File: src/rtl/imsic_msi_pkg.sv
// imsic_msi_pkg: shared state encoding and message field offsets for the MSI scheduler
package imsic_msi_pkg;

    typedef enum logic [1:0] {
        IDLE = 2'd0,
        HIGH = 2'd1,
        LOW  = 2'd2
    } state_e;

    // Message layout: {hart_id, intp_file, setipnum}
    localparam int SETIPNUM_LSB  = 0;
    localparam int INTP_FILE_LSB = 5;
    localparam int HART_ID_LSB   = 11;

endpackage

File: src/rtl/imsic_msi_fifo.sv
// imsic_msi_fifo: small synchronous FIFO with wrap-bit pointers
module imsic_msi_fifo #(
    parameter int WIDTH = 17,
    parameter int DEPTH = 4
) (
    input  logic             clk,
    input  logic             rstn,
    input  logic             push,
    input  logic [WIDTH-1:0] din,
    input  logic             pop,
    output logic [WIDTH-1:0] dout,
    output logic             full,
    output logic             empty
);

    localparam int AW = $clog2(DEPTH);

    logic [WIDTH-1:0] mem [DEPTH];
    logic [AW:0]      wr_ptr;
    logic [AW:0]      rd_ptr;

    assign empty = wr_ptr == rd_ptr;
    assign full  = (wr_ptr ^ rd_ptr) == {1'b1, {AW{1'b0}}};
    assign dout  = mem[rd_ptr[AW-1:0]];

    // Pointer update; the extra top bit tells full from empty
    always_ff @(posedge clk) begin
        if (!rstn) begin
            wr_ptr <= '0;
            rd_ptr <= '0;
        end else begin
            if (push && !full) wr_ptr <= wr_ptr + 1'b1;
            if (pop && !empty) rd_ptr <= rd_ptr + 1'b1;
        end
    end

    // Storage needs no reset; only entries between the pointers are ever read
    always_ff @(posedge clk) begin
        if (push && !full) mem[wr_ptr[AW-1:0]] <= din;
    end

endmodule

File: src/rtl/imsic_msi_sched.sv
// imsic_msi_sched: round-robin MSI arbiter, legality filter, FIFO and pulse serialiser.
// Optional counters enabled by defining IMSIC_MSI_SCHED_CNT_EN.
module imsic_msi_sched
    import imsic_msi_pkg::*;
#(
    parameter int NR_REQ         = 3,
    parameter int MSI_INFO_WIDTH = 17,
    parameter int NR_SRC         = 32,
    parameter int NR_SRC_WIDTH   = $clog2(NR_SRC),
    parameter int FIFO_DEPTH     = 4,
    parameter int HOLD_CYC       = 4,
    parameter int GAP_CYC        = 4
) (
    input  logic                             clk,
    input  logic                             rstn,
    input  logic [NR_REQ-1:0]                i_req_vld,
    input  logic [NR_REQ*MSI_INFO_WIDTH-1:0] i_req_info,
    output logic [NR_REQ-1:0]                o_req_rdy,
    output logic [MSI_INFO_WIDTH-1:0]        o_msi_info,
    output logic                             o_msi_info_vld,
    output logic                             o_drop,
    output logic                             o_busy
`ifdef IMSIC_MSI_SCHED_CNT_EN
    ,
    output logic [31:0]                      o_msg_cnt,
    output logic [15:0]                      o_drop_cnt
`endif
);

    localparam int PTR_W   = NR_REQ > 1 ? $clog2(NR_REQ) : 1;
    localparam int CNT_MAX = HOLD_CYC > GAP_CYC ? HOLD_CYC : GAP_CYC;
    localparam int CNT_W   = $clog2(CNT_MAX) + 1;

    state_e                    state;
    logic [CNT_W-1:0]          cnt;
    logic [PTR_W-1:0]          rr_ptr;
    logic [PTR_W-1:0]          gnt_idx;
    logic [PTR_W-1:0]          idx;
    logic [MSI_INFO_WIDTH-1:0] req_msg [NR_REQ];
    logic [MSI_INFO_WIDTH-1:0] acc_msg;
    logic [MSI_INFO_WIDTH-1:0] head;
    logic [NR_SRC_WIDTH-1:0]   sip;
    logic                      acc;
    logic                      legal;
    logic                      pop;
    logic                      full;
    logic                      empty;

    for (genvar g = 0; g < NR_REQ; g++) begin : g_msg
        assign req_msg[g] = i_req_info[g*MSI_INFO_WIDTH +: MSI_INFO_WIDTH];
    end

    // Round-robin search from rr_ptr; descending loop so the nearest requester wins
    always_comb begin
        gnt_idx = rr_ptr;
        idx     = rr_ptr;
        for (int i = NR_REQ - 1; i >= 0; i--) begin
            idx = PTR_W'((int'(rr_ptr) + i) % NR_REQ);
            if (i_req_vld[idx]) gnt_idx = idx;
        end
    end

    assign o_req_rdy = (rstn && !full && |i_req_vld) ? NR_REQ'(1) << gnt_idx : '0;
    assign acc       = |(o_req_rdy & i_req_vld);
    assign acc_msg   = req_msg[gnt_idx];
    assign sip       = acc_msg[SETIPNUM_LSB +: NR_SRC_WIDTH];
    assign legal     = sip != '0 && {1'b0, sip} < (NR_SRC_WIDTH+1)'(NR_SRC);
    assign pop       = state == IDLE && !empty;
    assign o_busy    = !empty || state != IDLE;

    imsic_msi_fifo #(
        .WIDTH(MSI_INFO_WIDTH),
        .DEPTH(FIFO_DEPTH)
    ) u_fifo (
        .clk  (clk),
        .rstn (rstn),
        .push (acc && legal),
        .din  (acc_msg),
        .pop  (pop),
        .dout (head),
        .full (full),
        .empty(empty)
    );

    // Pointer moves past the granted requester only when a handshake completes
    always_ff @(posedge clk) begin
        if (!rstn) rr_ptr <= '0;
        else if (acc) rr_ptr <= gnt_idx == PTR_W'(NR_REQ - 1) ? '0 : gnt_idx + 1'b1;
    end

    // Delivery pulse: HOLD_CYC high, GAP_CYC low with info held for the gate's falling-edge sample
    always_ff @(posedge clk) begin
        if (!rstn) begin
            state          <= IDLE;
            cnt            <= '0;
            o_msi_info     <= '0;
            o_msi_info_vld <= 1'b0;
            o_drop         <= 1'b0;
        end else begin
            o_drop <= acc && !legal;
            case (state)
                IDLE: if (!empty) begin
                    o_msi_info     <= head;
                    o_msi_info_vld <= 1'b1;
                    cnt            <= CNT_W'(HOLD_CYC - 1);
                    state          <= HIGH;
                end
                HIGH: if (cnt == '0) begin
                    o_msi_info_vld <= 1'b0;
                    cnt            <= CNT_W'(GAP_CYC - 1);
                    state          <= LOW;
                end else cnt <= cnt - 1'b1;
                LOW: if (cnt == '0) state <= IDLE;
                else cnt <= cnt - 1'b1;
                default: state <= IDLE;
            endcase
        end
    end

`ifdef IMSIC_MSI_SCHED_CNT_EN
    // Delivered-message counter wraps; drop counter saturates
    always_ff @(posedge clk) begin
        if (!rstn) begin
            o_msg_cnt  <= '0;
            o_drop_cnt <= '0;
        end else begin
            if (pop) o_msg_cnt <= o_msg_cnt + 1'b1;
            if (o_drop && ~&o_drop_cnt) o_drop_cnt <= o_drop_cnt + 1'b1;
        end
    end
`endif

endmodule
File: config.mk
export PLATFORM = sky130hd
export DESIGN_NAME = imsic_msi_sched
export DESIGN_NICKNAME = d
export VERILOG_FILES = /design/src/rtl/imsic_msi_pkg.sv /design/src/rtl/imsic_msi_fifo.sv /design/src/rtl/imsic_msi_sched.sv
export SDC_FILE = /design/constraint.sdc
export NUM_CORES = 1
export LEC_CHECK = 0
export BUFFER_PORTS_ARGS = -buffer_cell sky130_fd_sc_hd__buf_2
export CAP_MARGIN = 20
export CORE_ASPECT_RATIO = 1.75
export CORE_UTILIZATION = 25
export CTS_BUF_LIST = sky130_fd_sc_hd__clkbuf_8 sky130_fd_sc_hd__clkbuf_16
export DETAILED_ROUTE_END_ITERATION = 10
export GPL_ROUTABILITY_DRIVEN = 0
export SLEW_MARGIN = 0
export SYNTH_ARGS = -nofsm -noshare
export SYNTH_HDL_FRONTEND = slang
export SYNTH_SLANG_ARGS = --single-unit
File: constraint.sdc
create_clock -name clk -period 5.8 [get_ports clk]
set_input_delay 1.16 -clock clk [delete_from_list [all_inputs] [get_ports clk]]
set_output_delay 1.16 -clock clk [all_outputs]
set_load 0.1 [all_outputs]
==> results summary <==
The clock-pin slew on the worst setup and hold paths is 0.06 ns. Of the cells placed in the final design, the portion with a size suffix greater than 1 is 27.3%. The highest attainable clock frequency is 0.224 GHz. In this run, flip-flops and latches consume 34.2% of the power. The internal portion of the total power is 1.81 mW. Once routing completed, OpenROAD measured the worst setup slack at 1.34 ns. The clock period minus worst slack is 4.46 ns.

Entering global routing, the biggest net connects 33 pins. The final max-slew violation count was 0. The antenna violation net count after detailed routing is 0. Once the floorplan was initialized, standard cells occupied 25.5% of the core. Setup repair after global routing left no endpoint under its margin. The post-layout net count is 523.

The number of H-tree levels is 3. The first global-routing pass estimated 17200 um of wire. In the post-synthesis netlist, the cell with the most instances is edfxtp_1. The die outline area came out at 19500 um2.

The net count after synthesis is 452. The total negative slack for setup checks came out at 0 ns. In this run, distinct cell masters in the synthesized netlist total 52. The initialized floorplan defines 66 standard-cell rows. The share of synthesized area in the top cell type comes to 43.2%.

The launching point of the worst reg2reg path is rr_ptr[0]. The worst setup path is launched from a flop. The routed wire length is 10800 um. For this run, the leading register cell type out of synthesis is edfxtp_1. The number of gates resized after CTS was 0. Ranked by total cell area, the synthesized netlist is headed by edfxtp_1 (43%), dfxtp_1 (14%), mux4_2 (8.1%).

For this block, the initial DRC count from the detailed router was 194. The post-synthesis sequential element count is 100. For this design the static power due to leakage is 2.13 nW. The number of antenna violations at the first check in global routing came out at 0.

The portion of total power attributed to combinational logic is 48.5%. The number of placed cells counting well taps came out at 680. The slew at the pin with the worst max-slew slack came out at 0.991 ns. On the worst path, the slowest cell contributes a delay of 0.77 ns. The number of buffers inserted by hold repair at cts came out at 0. The number of buffers created by CTS is 9. The minimum setup slack after placement is 1.40 ns.

The fill cell total of the finished layout is 1892. The sequential cells in the finished layout cover a total of 2680 um2. The ratio of total power to cell area is 573 nW/um2. The maximum fanout along the worst path is 12.

The via-per-instance ratio is 4.61. The required time of the critical path came out at 4.64 ns. The die height came out at 184 um. Pin placement for this block handled 79 I/O pins. From synthesis to final layout, the design area changed by 18.9%.

The signal arrival time at the worst endpoint is 3.30 ns. The kind of end point of the critical path is an output port. The post-synthesis area per instance came out at 12.4 um2.

The number of failing hold endpoints at the final stage came out at 0. The later pin in the worst-skew pair is clocked with a latency of 0.35 ns. The dominant cell type by count on the critical path is inv_1.

The instance count of the mapped netlist is 382. The signal on the critical path passes through inv_1, ha_1, and2b_1, o31ai_2, a221oi_2, and2_1, inv_1, nor2_1, buf_2. Clock tree synthesis selected as its root buffer the cell clkbuf_16. The critical path is of the flop to output port type. The number of diodes added for antenna fixing is 0. Cells fill 30.3% of the core in the end. The run finished with clean final reports. For this run, asynchronously set or reset flops after synthesis account for 0%. After detailed routing, the average wire length per cell comes to 15.5 um.

The via count of the first global-routing pass is 3383. The number of post-CTS setup repair buffers is 0. The core footprint is 18600 um2. The remaining routing DRC violations came out at 0. Measured along the x axis, the die boundary spans 106 um. The switching power total came out at 1.41 mW. VDD sags by at most 0.395 mV.

The count of final setup violators came out at 0. The total of buffers placed on input and output ports came out at 78. The HPWL after detailed placement is 8240 um. The tightest min-delay check is of the flop to flop type. The warning count from the yosys run came out at 0. The net switching share of the total power is 43.9%. The worst-case clock skew is 0.00755 ns. The number of clock sinks seen by CTS came out at 100. The number of buffers on the longest clock path came out at 2.

Of the synthesized area, sequential elements account for 56.7%. In this run the most critical hold path is launched from o_msi_info[6]. The worst reg2reg path depth came out at 9. The tool flagged a number of max-cap violations equal to 0. The standard cell with the maximum stage delay on the critical path is a221oi_2. The total number of vias is 3210. The total congestion overflow after global routing is 0.

The number of iterations in the first detailed-routing pass came out at 5. Leaving out filler cells and counting taps, the final layout contains 696. The relative slew slack is 33.9%. The biggest area consumer among synthesized cells is edfxtp_1. The overall track demand over capacity in global routing came out at 11.6%. Tracing the worst setup path back leads to its startpoint at rr_ptr[0].

Counting instances in the post-synthesis netlist gives the leading cell types as edfxtp_1 (68), nand2_1 (65), dfxtp_1 (32). The TritonCTS clock tree is built. The area of the multi-input gates is 1890 um2. The post-route clock period utilization came out at 76.8%.

Counting flops with a built-in enable in the synthesized netlist gives 68. The cell area after synthesis came out at 4730 um2. The relative contribution of the clock network to total power is 17.3%. The hold path depth is 2.
[cells by family (layout without fill, tap and decap cells)]
family                   count (synthesis)  count (layout)  synth area share, %
adder cells (fa/ha/maj)                 14              14                 3.70
AO/OA/AOI/OAI                           80              80                 12.1
XOR/XNOR                                 5               5                0.926
multiplexers                            35              35                 11.9
buffers and inverters                   36             112                 3.54
AND/OR/NAND/NOR                        112             112                 11.2
flip-flops                             100             100                 56.7
[final timing paths]
path	slack, ns	end
max reg2reg	1.72	u_fifo.mem[1][8]
min	0.46	o_msi_info[6]
max	1.34	o_req_rdy[2]
min reg2reg	0.46	o_msi_info[6]
[layout by cell type, fill, tap and decap left out, drive strengths merged, types with 8 or more instances in the layout]
cell type	synthesis	layout
mux2i	18	18
nand2	65	65
ha	14	14
o21ai	24	24
inv	13	15
and2	8	8
nor2	9	9
mux4	17	17
clkbuf	14	10
edfxtp	68	68
dfxtp	32	32
buf	9	83
a21boi	18	18
[registers in the layout, indices dropped and copies added, names as in the netlist]
signal	count
u_fifo.mem	68
u_fifo.rd_ptr	3
cnt	3
state	2
o_drop	1
o_msi_info	17
u_fifo.wr_ptr	3
o_msi_info_vld	1
rr_ptr	2
[cell type report]
| type | instances | area share [%] |
|---|---|---|
| Inverter | 13 | 0.868 |
| Sequential cell | 100 | 47.7 |
| Timing Repair Buffer | 83 | 7.61 |
| Multi-Input combinational cell | 246 | 33.6 |
| Clock buffer | 10 | 4.25 |
| Tap cell | 238 | 5.29 |
| Clock inverter | 6 | 0.712 |
[metal layers]
layer,vias up,GRT usage [%],wire (um)
li1,1547,-,-
met1,1579,11.9,4110
met2,69,22.9,6140
met3,15,1.03,217
met4,0,6.00,291
met5,-,0,0
[power by group through the flow]
stage / logic [mW] / clock network (mW) / registers (mW)
2_1_floorplan: 1.07 / 0 / 1.29
5_1_grt: 1.72 / 0.592 / 1.12
6_report: 1.56 / 0.556 / 1.10
3_5_place_dp: 1.59 / 0 / 1.12
3_3_place_gp: 1.55 / 0 / 1.11
4_1_cts: 1.59 / 0.568 / 1.11
[critical path: cells and delay by family (launching register included)]
| family | cells | cell delay [ns] |
|---|---|---|
| buf+inv | 3 | 0.61 |
| flops | 1 | 0.41 |
| simple gates | 3 | 0.64 |
| compound gates | 2 | 0.88 |
| fa+ha+maj | 1 | 0.42 |
[metrics by stage]
step | area (um2) | total power, mW | hold slack, ns
after floorplan | 4730 | 2.36 | 0.455
after global placement | 5350 | 2.66 | 0.454
after detailed placement | 5350 | 2.71 | 0.455
after CTS | 5620 | 3.26 | 0.464
after global routing | 5620 | 3.43 | 0.489
final | 5620 | 3.22 | 0.460
(Power assumes the default switching activity.)
